===== src/rtl/mux81_rr_arbiter_pkg.sv =====
// Shared types and constants for the 8:1 mux round-robin arbiter.
// Requester count, select width, FSM state encoding and a one-hot helper.
package mux81_rr_arbiter_pkg;

   localparam int unsigned N     = 8;
   localparam int unsigned SEL_W = 3;

   typedef enum logic [1:0] {
      ST_IDLE,
      ST_GRANT,
      ST_GAP
   } state_t;

   function automatic logic [N-1:0] onehot(input logic [SEL_W-1:0] idx);
      logic [N-1:0] v;
      v      = '0;
      v[idx] = 1'b1;
      return v;
   endfunction

endpackage


===== src/rtl/mux81_rr_arbiter_if.sv =====
// Request/grant/mux-control bundle between the requesters and the arbiter.
// master = requester side, slave = arbiter side.
interface mux81_rr_arbiter_if;
   import mux81_rr_arbiter_pkg::*;

   logic [N-1:0]     Req_In;
   logic [N-1:0]     Grant_Out;
   logic [SEL_W-1:0] Sel_Out;
   logic             CSn_Out;
   logic             Busy_Out;

   modport master (
      output Req_In,
      input  Grant_Out,
      input  Sel_Out,
      input  CSn_Out,
      input  Busy_Out
   );

   modport slave (
      input  Req_In,
      output Grant_Out,
      output Sel_Out,
      output CSn_Out,
      output Busy_Out
   );

endinterface


===== src/rtl/mux81_rr_arbiter_rr_pick8.sv =====
// Combinational round-robin winner search: first set request bit found
// scanning cyclically upward from ptr.
module rr_pick8
   import mux81_rr_arbiter_pkg::*;
(
   input  logic [N-1:0]     req,
   input  logic [SEL_W-1:0] ptr,
   output logic [SEL_W-1:0] idx,
   output logic             valid
);

   logic [SEL_W-1:0] cand;

   always_comb begin
      idx   = ptr;
      valid = 1'b0;
      cand  = ptr;
      for (int unsigned k = 0; k < N; k++) begin
         cand = ptr + SEL_W'(k);
         if (!valid && req[cand]) begin
            idx   = cand;
            valid = 1'b1;
         end
      end
   end

endmodule


===== src/rtl/mux81_rr_arbiter.sv =====
// 8:1 mux round-robin arbiter: IDLE/GRANT/GAP FSM with bounded hold time and
// a guaranteed one-cycle dead gap (CSn high) between consecutive owners.
module mux81_rr_arbiter
   import mux81_rr_arbiter_pkg::*;
#(
   parameter int unsigned MAX_HOLD = 4
)(
   input  logic             clk,
   input  logic             rst,
   mux81_rr_arbiter_if.slave bus
);

   localparam logic [7:0] HOLD_LAST = 8'(MAX_HOLD - 1);

   state_t           state_q;
   logic [SEL_W-1:0] ptr_q;
   logic [7:0]       cnt_q;
   logic [N-1:0]     grant_q;
   logic [SEL_W-1:0] sel_q;
   logic             csn_q;
   logic             busy_q;

   logic [SEL_W-1:0] win_idx;
   logic             win_valid;

   rr_pick8 u_pick (
      .req   (bus.Req_In),
      .ptr   (ptr_q),
      .idx   (win_idx),
      .valid (win_valid)
   );

   always_ff @(posedge clk) begin
      if (rst) begin
         state_q <= ST_IDLE;
         ptr_q   <= '0;
         cnt_q   <= '0;
         grant_q <= '0;
         sel_q   <= '0;
         csn_q   <= 1'b1;
         busy_q  <= 1'b0;
      end else begin
         unique case (state_q)
            ST_IDLE, ST_GAP: begin
               if (win_valid) begin
                  state_q <= ST_GRANT;
                  grant_q <= onehot(win_idx);
                  sel_q   <= win_idx;
                  csn_q   <= 1'b0;
                  busy_q  <= 1'b1;
                  cnt_q   <= '0;
               end else if (state_q == ST_GAP) begin
                  state_q <= ST_IDLE;
                  busy_q  <= 1'b0;
               end
            end
            ST_GRANT: begin
               // sel_q is the owner index for the whole grant; it also stays
               // frozen through GAP so the mux select never glitches.
               if (!bus.Req_In[sel_q] || cnt_q == HOLD_LAST) begin
                  state_q <= ST_GAP;
                  grant_q <= '0;
                  csn_q   <= 1'b1;
                  ptr_q   <= sel_q + SEL_W'(1);
               end else begin
                  cnt_q <= cnt_q + 8'd1;
               end
            end
            default: state_q <= ST_IDLE;
         endcase
      end
   end

   assign bus.Grant_Out = grant_q;
   assign bus.Sel_Out   = sel_q;
   assign bus.CSn_Out   = csn_q;
   assign bus.Busy_Out  = busy_q;

endmodule


===== src/flat_wrapper.sv =====
// flat-port wrapper written by rule: the top's interface ports become plain ports
module mux81_rr_arbiter_flat import mux81_rr_arbiter_pkg::*;
#(
   parameter int unsigned MAX_HOLD = 4
)
  (clk, rst, bus_Req_In, bus_Grant_Out, bus_Sel_Out, bus_CSn_Out, bus_Busy_Out);
  mux81_rr_arbiter_if bus_i ();
  input  logic clk;
  input  logic rst;
  input wire logic [$bits(bus_i.Req_In)-1:0] bus_Req_In;
  output wire logic [$bits(bus_i.Grant_Out)-1:0] bus_Grant_Out;
  output wire logic [$bits(bus_i.Sel_Out)-1:0] bus_Sel_Out;
  output wire logic [$bits(bus_i.CSn_Out)-1:0] bus_CSn_Out;
  output wire logic [$bits(bus_i.Busy_Out)-1:0] bus_Busy_Out;
  assign bus_i.Req_In = bus_Req_In;
  assign bus_Grant_Out = bus_i.Grant_Out;
  assign bus_Sel_Out = bus_i.Sel_Out;
  assign bus_CSn_Out = bus_i.CSn_Out;
  assign bus_Busy_Out = bus_i.Busy_Out;
  mux81_rr_arbiter #(.MAX_HOLD(MAX_HOLD)) u_core (.clk(clk), .rst(rst), .bus(bus_i));
endmodule

===== config.mk =====
export PLATFORM = sky130hd
export DESIGN_NAME = mux81_rr_arbiter_flat
export DESIGN_NICKNAME = d
export VERILOG_FILES = /design/src/rtl/mux81_rr_arbiter_pkg.sv /design/src/rtl/mux81_rr_arbiter_if.sv /design/src/rtl/mux81_rr_arbiter_rr_pick8.sv /design/src/rtl/mux81_rr_arbiter.sv /design/src/flat_wrapper.sv
export SDC_FILE = /design/constraint.sdc
export NUM_CORES = 1
export LEC_CHECK = 0
export ABC_AREA = 1
export BUFFER_PORTS_ARGS = -buffer_cell sky130_fd_sc_hd__buf_4
export CORE_ASPECT_RATIO = 0.75
export CORE_MARGIN = 5
export CORE_UTILIZATION = 53
export DETAILED_ROUTE_END_ITERATION = 10
export PLACE_DENSITY = 0.76
export SLEW_MARGIN = 10
export SYNTH_ARGS = -nofsm -noshare
export SYNTH_HDL_FRONTEND = slang
export SYNTH_HIERARCHICAL = 1
export SYNTH_SLANG_ARGS = --single-unit

===== constraint.sdc =====
create_clock -name clk -period 3 [get_ports clk]
set_clock_uncertainty 0.2 [all_clocks]
set_input_delay 0.15 -clock clk [delete_from_list [all_inputs] [get_ports clk]]
set_output_delay 0.15 -clock clk [all_outputs]
set_load 0.005 [all_outputs]

==> results of run 1 <==
==> logic make-up (layout without fill, tap and decap cells) <==
kind of cell | after synthesis | in the layout | synth area share
simple gates | 229 | 229 | 0.529
buf+inv | 42 | 69 | 0.0889
compound gates | 30 | 30 | 0.0838
flops | 26 | 26 | 0.237
xor+xnor | 7 | 7 | 0.0382
fa+ha+maj | 4 | 4 | 0.0228
==> layer usage <==
metal,vias up,share of wire,track usage
li1,1149,-,-
met1,991,0.51,0.288
met2,55,0.42,0.323
met3,2,0.065,0.0464
met4,0,0.0016,0.0321
met5,-,0,0
==> synth_stat cells (all sizes together), types with 3 or more instances <==
cell type,count
nand3,63
nor2,48
nand4,3
xor2,4
inv,33
xnor2,3
nor3,3
a21oi,12
o21ai,13
nand2,108
ha,4
dfxtp,26
buf,8
==> stage by stage <==
stage / utilization / cell area, µm² / hold WS [ps]
after global placement: 0.601 / 2420 / 201
after global routing: 0.630 / 2540 / 308
after floorplan: - / 2190 / 223
after detailed placement: 0.601 / 2420 / 201
final: 0.630 / 2540 / 286
after CTS: 0.621 / 2500 / 293
==> worst min-delay path, delay by kind of cell (launching register included) <==
| kind | cells | cell delay [ps] |
|---|---|---|
| flops | 1 | 330 |
| simple gates | 1 | 60 |
| compound gates | 1 | 50 |
==> path summary, 6_finish.rpt <==
path | start | depth (start not counted) | slack [ps] | endpoint
max | u_core/ptr_q[0] | 21 | 240 | u_core/bus.Grant_Out[4]
min | u_core/bus.Busy_Out | 2 | 290 | u_core/bus.Busy_Out
max reg2reg | u_core/ptr_q[0] | 21 | 240 | u_core/bus.Grant_Out[4]
min reg2reg | u_core/bus.Busy_Out | 2 | 290 | u_core/bus.Busy_Out
==> repair_timing <==
| item | CTS | global route |
|---|---|---|
| gates resized for setup | 0 | 12 |
| endpoints found under the hold margin | 7 | 0 |
| setup endpoints to repair | 0 | 13 |
| hold buffers | 1 | 0 |
==> flip-flops by register name, indices dropped and copies added, names as in the netlist <==
signal / count
u_core/bus.Grant_Out: 8
u_core/cnt_q: 8
u_core/bus.Sel_Out: 3
u_core/ptr_q: 3
u_core/state_q: 2
u_core/bus.Busy_Out: 1
u_core/bus.CSn_Out: 1
==> power breakdown <==
part	internal [mW]	leakage, nW	switching [mW]
sequential	0.440	0.213	0.0768
clock	0.179	0.0357	0.114
combinational	0.758	0.944	1.33
total	1.38	1.19	1.52
==> cell type report <==
cell class / instances / area (µm²)
clock buffers: 3 / 41.3
repair buffers: 31 / 243
inverters: 34 / 128
fillers: 382 / 1490
well taps: 55 / 68.8
clock inverters: 1 / 30.0
flip-flops and latches: 26 / 520
multi-input cells: 270 / 1510
==> flow_metrics.tcl, run 1 <==
set metrics [dict create \
    status "finished clean" \
    dpl.cell_count 415 \
    worst_slack_ps 239 \
    ios 23 \
    viasPerCell 5.23 \
    fin_cells 420 \
    maxSlewHeadroom 0.627 \
    slew_viol_final 0 \
    crit_top_cell "nand3_1" \
    cp.required_ps 3020 \
    die_h_um 65.7 \
    critPathKind "reg -> reg" \
    core-area_um2 4030 \
    final_nets 380 \
    place.gp.congestion 0.854 \
    start_util 0.545 \
    clockBufferDepth 2 \
    die_area_um2 5540 \
    drcViolationCount 0 \
    cts_root_buf "clkbuf_8" \
    cts.sinks 26 \
    p_leak_nw 1.19 \
    power.density_nw_per_um2 1140 \
    clk_latency_ps 270 \
    pre_cts_ws_ps 114 \
    n_antenna_cell 0 \
    yosysTopAreaCell "dfxtp_1" \
    tightest_slew_ps 560 \
    htree_num_levels 1 \
    ys_ff_latch 26 \
    total_power_mw 2.89 \
    post-route-period-util 0.920 \
    layout_commonest_cell "nand2_1" \
    layout-drive-gt1-share 0.263 \
    vias 2197 \
    io_buffers 22 \
    yosys_warnings 6 \
    grt_usage 0.204 \
    post-cts-setup-buffers 0 \
    yosysSeqAreaShare 0.237 \
    rsz0062_at_grt "no" \
    crit_chain "inv_2, ha_4, inv_2, nand3_1, nand3_2, nand2_4, nor2_8, nand4_4, nor2_4, nand2_2, nand2_1, inv_1, nand2_1, nand3_1, nand2_2, inv_1, nor2_1, nand3_1, nand3_1, nand2_1, nor2_2" \
    tns_ps 0 \
    synth.area.top_cells "dfxtp_1, nand2_1, nand3_1" \
    tritoncts "yes" \
    critPathMaxFanout 7 \
    cp_top_family "simple AND/OR/NAND/NOR gates" \
    synth_edf_count 0 \
    crit_buf_inv 4 \
    critPathMaxStageDelay_ps 370 \
    fmax_ghz 0.362 \
    grt_pass1_wl_mm 9.36 \
    synthCells 338 \
    start_kind "flop" \
    first_pass_iters 5 \
    slowest_stage "dfxtp_1" \
    wirelength_mm 5.13 \
    grt_max_degree 20 \
    wl_per_cell_um 12.2 \
    gr-total-overflow 0 \
    synth_cell_types 38 \
    end_kind "flop" \
    synth_ff_type "dfxtp_1" \
    numCtsBuffers 3 \
    yosysTopAreaCellShare 0.237 \
    arrival_ps 2780 \
    rows 20 \
    first_iter_violations 175 \
    die_x_um 84.3 \
    hold_class "reg -> reg" \
    avgSynthCellArea_um2 6.49 \
    grt_pass1_vias 2152 \
    synth_fp_nets 352 \
    dp_hpwl_mm 4.05 \
    irDropWorstVdd_mv 0.469 \
    syn2layout_area_growth_pct 15.7 \
    cts.reportedPaths.clkPinSlew_ps 100 \
    antenna_found_initial 0 \
    hold_viol 0 \
    period_needed_ps 2760 \
    antenna_left 0 \
    synth_area_um2 2190 \
    async_flop_share 0 \
    final_cell_mix "nand2_1, nand3_1, nor2_1" \
    cap_viol_max_count 0 \
    setup_viol 0 \
]
Power figures use the tool's default switching activity.
==> run 2: changes to the inputs <==
--- a/config.mk
+++ b/config.mk
@@ -9,9 +9,9 @@
 export BUFFER_PORTS_ARGS = -buffer_cell sky130_fd_sc_hd__buf_4
 export CORE_ASPECT_RATIO = 0.75
 export CORE_MARGIN = 5
-export CORE_UTILIZATION = 53
+export CORE_UTILIZATION = 55
 export DETAILED_ROUTE_END_ITERATION = 10
-export PLACE_DENSITY = 0.76
+export PLACE_DENSITY = 0.75
 export SLEW_MARGIN = 10
 export SYNTH_ARGS = -nofsm -noshare
 export SYNTH_HDL_FRONTEND = slang
==> constraint.sdc (replaced) <==
create_clock -name clk -period 2.9 [get_ports clk]
set_clock_uncertainty 0.2 [all_clocks]
set_input_delay 0.145 -clock clk [delete_from_list [all_inputs] [get_ports clk]]
set_output_delay 0.145 -clock clk [all_outputs]
set_load 0.005 [all_outputs]
==> run 2 against run 1 <==
Against the previous run:
- worst hold slack about the same
- clock power decreased by 20%
- non-clock buffer count increased by 4
- wire length increased by 4.2%
- fmax increased by 0.20%
==> flow_metrics.tcl, run 2 (synthesis gave the netlist of run 1 again) <==
set metrics [dict create \
    hold_viol 0 \
    irDropWorstVdd_mv 0.649 \
    place.gp.congestion 0.883 \
    final_nets 384 \
    r2r-end "u_core/bus.Grant_Out[0]" \
    post-route-period-util 0.950 \
    critPathMaxStageDelay_ps 380 \
    combPwrFrac 0.746 \
    cts.reportedPaths.clkPinSlew_ps 90 \
    status "finished clean" \
    vias 2220 \
    wl_met3_um 407 \
    p_switching_mw 1.65 \
    fillers 328 \
    crit_chain "inv_2, ha_4, nand3_1, nand3_2, nand2_4, nor2_8, nand4_4, nor2_4, nand2_2, nand2_1, inv_1, nand2_1, nand3_1, nand2_2, buf_4, nor2_2, nand3_1, nand3_1, nand2_1, nor2_2" \
    crit_top_cell "nand3_1" \
    slowest_stage "dfxtp_4" \
    power.share.switching 0.531 \
    r2r_start "u_core/ptr_q[0]" \
    cts_root_buf "clkbuf_8" \
    grt_max_degree 20 \
    antenna_left 0 \
    rows 19 \
    ff2ff_path_depth 20 \
    syn2layout_area_growth_pct 19.4 \
    wl_per_cell_um 12.7 \
    clock_power_share 0.075 \
    first_iter_violations 159 \
    hold_class "in -> reg" \
    fin_cells 421 \
    top_layer_used "met4" \
    r2r_slack_ps 140 \
    htree_num_levels 1 \
    critPathMaxFanout 5 \
    core-area_um2 3760 \
    cap_viol_max_count 0 \
    end_kind "flop" \
    die_area_um2 5370 \
    setup_viol 0 \
    clk_latency_ps 270 \
    numCtsBuffers 3 \
    grt_pass1_wl_mm 8.59 \
    grt_pass1_vias 1861 \
    cts.sinks 26 \
    die_h_um 64.7 \
    cp.required_ps 2870 \
    critPathKind "reg -> reg" \
    first_pass_iters 4 \
    seqPwrFrac 0.179 \
    start_kind "flop" \
    met2_wirelength_mm 2.28 \
    n_antenna_cell 0 \
    start_util 0.584 \
    power.density_nw_per_um2 1190 \
    final_area_um2 2620 \
    io_buffers 22 \
    die_x_um 82.9 \
    antenna_found_initial 0 \
    wirelength_mm 5.35 \
    wirelength_met1_mm 2.65 \
    layout_commonest_cell "nand2_1" \
    tightest_slew_ps 584 \
    total_power_mw 3.11 \
    placed_cell_area_um2 2430 \
    maxSlewHeadroom 0.611 \
    dp_hpwl_mm 3.99 \
    cp-startpoint "u_core/ptr_q[0]" \
    tritoncts "yes" \
    tns_ps 0 \
    gr-total-overflow 0 \
    slew_viol_final 0 \
    p_int_mw 1.46 \
    dpl.cell_count 414 \
    multiInputGateArea_um2 1570 \
    rsz0062_at_grt "yes" \
    final_cell_mix "nand2_1, nand3_1, buf_4, nor2_1, dfxtp_1" \
    final-seq-area_um2 529 \
    p_leak_nw 1.22 \
    layout-drive-gt1-share 0.298 \
    clockBufferDepth 2 \
    grt_usage 0.190 \
    arrival_ps 2730 \
    ios 23 \
    viasPerCell 5.27 \
    period_needed_ps 2760 \
    endpoint "u_core/bus.Grant_Out[0]" \
    drcViolationCount 0 \
    fmax_ghz 0.363 \
]
run 2: cell types whose count changed in the layout (fill, tap and decap cells not counted), sizes merged:
cell	delta
bufinv	-1
clkbuf	+1
buf	+4
run 2: how the worst min path moves through the flow:
stage | slack [ps] | cells past startpoint | end | from
finish | 290 | 8 | u_core/ptr_q[2] | bus_Req_In[2]
global route | 310 | 2 | u_core/bus.Grant_Out[7] | u_core/bus.Grant_Out[7]
CTS | 280 | 2 | u_core/bus.Busy_Out | u_core/bus.Busy_Out
detailed placement | 190 | 2 | u_core/cnt_q[4] | rst
global placement | 200 | 2 | u_core/cnt_q[3] | rst
floorplan | 220 | 2 | u_core/cnt_q[3] | rst
run 2: layer usage:
metal | vias up | global-route usage
li1 | 1155 | -
met1 | 990 | 0.292
met2 | 73 | 0.286
met3 | 2 | 0.0367
met4 | 0 | 0.0122
met5 | - | 0
run 2: power by group through the flow:
stage                     registers [mW]  logic, mW  clock network [mW]
after floorplan                    0.540       1.61                   0
after global placement             0.549       2.06                   0
after detailed placement           0.553       2.07                   0
after CTS                          0.544       2.10               0.241
after global routing               0.573       2.60               0.257
final                              0.557       2.32               0.234
run 2: worst max-delay path: cells and delay by family (launching register included):
kind | cells | cell delay, ps
fa+ha+maj | 1 | 300
simple gates | 16 | 1560
flops | 1 | 380
buf+inv | 3 | 220
run 2: final cells by class:
cell class	instances	share of cell area
inverter	34	0.0497
clock buffer	4	0.0210
tap	52	0.0248
sequential	26	0.202
multi-input combinational	270	0.598
timing repair buffer	35	0.104
run 2: through the flow:
stage                     hold slack (ps)  setup WS [ps]   util
after detailed placement              195           12.7  0.648
final                                 286            144  0.698
after global placement                195           97.2  0.648
after floorplan                       218           88.6      -
after global routing                  312          -60.0  0.698
after CTS                             276           36.3  0.667
run 2: what timing repair did:
item,CTS,global route
pin swaps,0,6
gates resized for setup,0,27
buffers inserted,1,1
gates cloned,0,0
setup endpoints to repair,3,10
endpoints found under the hold margin,7,0
hold buffers,1,0
==> run 3: changes to the inputs <==
--- a/config.mk
+++ b/config.mk
@@ -7,11 +7,13 @@
 export LEC_CHECK = 0
 export ABC_AREA = 1
 export BUFFER_PORTS_ARGS = -buffer_cell sky130_fd_sc_hd__buf_4
+export CELL_PAD_IN_SITES_DETAIL_PLACEMENT = 1
+export CELL_PAD_IN_SITES_GLOBAL_PLACEMENT = 2
 export CORE_ASPECT_RATIO = 0.75
 export CORE_MARGIN = 5
-export CORE_UTILIZATION = 55
+export CORE_UTILIZATION = 32
 export DETAILED_ROUTE_END_ITERATION = 10
-export PLACE_DENSITY = 0.75
+export PLACE_DENSITY_LB_ADDON = 0.1
 export SLEW_MARGIN = 10
 export SYNTH_ARGS = -nofsm -noshare
 export SYNTH_HDL_FRONTEND = slang
==> run 3 against run 2 <==
Against the previous run:
- via count grew 1.2%
- setup slack gained 55 ps
- combinational power grew 10%
- largest power group unchanged
- register-to-register slack gained 60 ps
- sequential power shrank 0.9%
- flip-flop and latch count is the same
- fmax grew 2.0%
- final area grew 4.4%
- global-route usage shrank 3.8 points
- first-iteration DRC count shrank 28%
- die area grew 61%
==> flow_metrics.tcl, run 3 (synthesis gave the netlist of run 1 again) <==
set metrics [dict create \
    critPathMaxFanout 6 \
    pre_cts_ws_ps -61.6 \
    grt_pass1_wl_mm 10.7 \
    grt_max_degree 20 \
    die_x_um 106 \
    ios 23 \
    cts.sinks 26 \
    irDropWorstVdd_mv 0.346 \
    r2r-end "u_core/bus.Grant_Out[4]" \
    die_area_um2 8630 \
    dpl.cell_count 458 \
    hold_class "reg -> reg" \
    place.gp.congestion 0.797 \
    period_needed_ps 2700 \
    layout-drive-gt1-share 0.326 \
    antenna_found_initial 0 \
    tightest_slew_ps 563 \
    dp_hpwl_mm 5.27 \
    power.density_nw_per_um2 1210 \
    wl_per_cell_um 13.8 \
    cap_viol_max_count 0 \
    tritoncts "yes" \
    ff2ff_path_depth 20 \
    final_nets 396 \
    p_switching_mw 1.73 \
    r2r_slack_ps 200 \
    cts.reportedPaths.clkPinSlew_ps 90 \
    io_buffers 22 \
    clk_latency_ps 270 \
    n_antenna_cell 0 \
    p_int_mw 1.58 \
    grt_pass1_vias 2144 \
    grtUsageMet2 0.225 \
    busiest_layer "met1" \
    core-area_um2 6730 \
    arrival_ps 2710 \
    cts_root_buf "clkbuf_8" \
    wirelength_mm 6.38 \
    worst_slack_ps 200 \
    fmax_ghz 0.370 \
    first_iter_violations 115 \
    fillers 887 \
    setup_viol 0 \
    numCtsBuffers 3 \
    vias 2247 \
    post-route-period-util 0.931 \
    worstHoldStart "u_core/bus.Grant_Out[4]" \
    clock_power_share 0.062 \
    die_h_um 81.7 \
    fin_cells 464 \
    maxSlewHeadroom 0.622 \
    first_pass_iters 4 \
    gr-total-overflow 0 \
    hold_depth 2 \
    p_leak_nw 1.29 \
    layout_commonest_cell "nand2_1" \
    htree_num_levels 1 \
    power.share.switching 0.523 \
    final_cell_mix "nand2_1, buf_4, nand3_1" \
    hold_ws_ps 280 \
    grt_util_met3 0.0259 \
    seqPwrFrac 0.167 \
    viasPerCell 4.84 \
    grt_usage 0.152 \
    combPwrFrac 0.772 \
    holdPathEnd "u_core/bus.Grant_Out[4]" \
    slew_viol_final 0 \
    start_util 0.326 \
    critPathKind "reg -> reg" \
    cp.required_ps 2910 \
    start_kind "flop" \
    end_kind "flop" \
    use_met1 0.236 \
    syn2layout_area_growth_pct 24.7 \
    antenna_left 0 \
    drcViolationCount 0 \
    rsz0062_at_grt "yes" \
    clockBufferDepth 2 \
    rows 26 \
    status "finished clean" \
    hold_viol 0 \
    r2r_start "u_core/ptr_q[0]" \
]
## run 3: per-layer routing
metal	share of wire	routed length [µm]
met3	0.027	171
met5	0	0
met1	0.56	3600
met4	0	0
met2	0.41	2600
## run 3: area by class of cell
class | count | area [µm²] | area share
multi-input combinational | 270 | 1560 | 0.570
timing repair buffer | 47 | 372 | 0.136
clock buffer | 3 | 41.3 | 0.0151
sequential | 26 | 528 | 0.193
inverter | 34 | 130 | 0.0476
tap | 84 | 105 | 0.0384
## run 3: stage by stage
stage                      util  TNS (ps)  instance area (µm²)  power [mW]
after floorplan               -         0                 2190        2.15
after global placement    0.382         0                 2570        2.89
after detailed placement  0.382      -109                 2570        2.89
after CTS                 0.391         0                 2630        3.13
after global routing      0.406     -96.9                 2740        3.66
final                     0.406         0                 2740        3.31
## run 3: worst max-delay path by stage
stage / from / to / slack (ps) / cells past startpoint
2_1_floorplan: u_core/ptr_q[1] / u_core/bus.Grant_Out[1] / 90 / 20
4_1_cts: u_core/ptr_q[0] / u_core/bus.Grant_Out[4] / 30 / 23
5_1_grt: u_core/ptr_q[0] / u_core/bus.Grant_Out[4] / -40 / 20
3_3_place_gp: u_core/ptr_q[0] / u_core/bus.Grant_Out[4] / 10 / 21
6_report: u_core/ptr_q[0] / u_core/bus.Grant_Out[4] / 200 / 20
3_5_place_dp: u_core/ptr_q[0] / u_core/bus.Grant_Out[4] / -60 / 21
## run 3: power by group through the flow
stage	sequential, mW	combinational, mW	clock (mW)
global placement	0.556	2.33	0
CTS	0.552	2.36	0.216
floorplan	0.540	1.61	0
detailed placement	0.557	2.33	0
global route	0.569	2.86	0.231
finish	0.552	2.56	0.205
## run 3: timing repair
item,4_1_cts,5_1_grt
hold buffers,1,0
gates resized for setup,4,24
pin swaps,0,7
setup endpoints to repair,8,10
buffers inserted,0,2
hold endpoints to repair,7,0
## run 3: worst max-delay path, cell delays in order (launching register included)
cell and delay, ps:
dfxtp_4 380, inv_2 50, ha_4 300, nand3_1 120
nand3_2 120, nand2_4 80, nor2_8 140, nand4_4 120
nor2_4 150, nand2_2 90, nand2_1 60, inv_1 30
nand2_1 70, nand3_1 80, nand2_2 130, inv_2 60
nor2_4 100, nand3_1 80, nand3_1 90, nand2_1 70
nor2_2 110
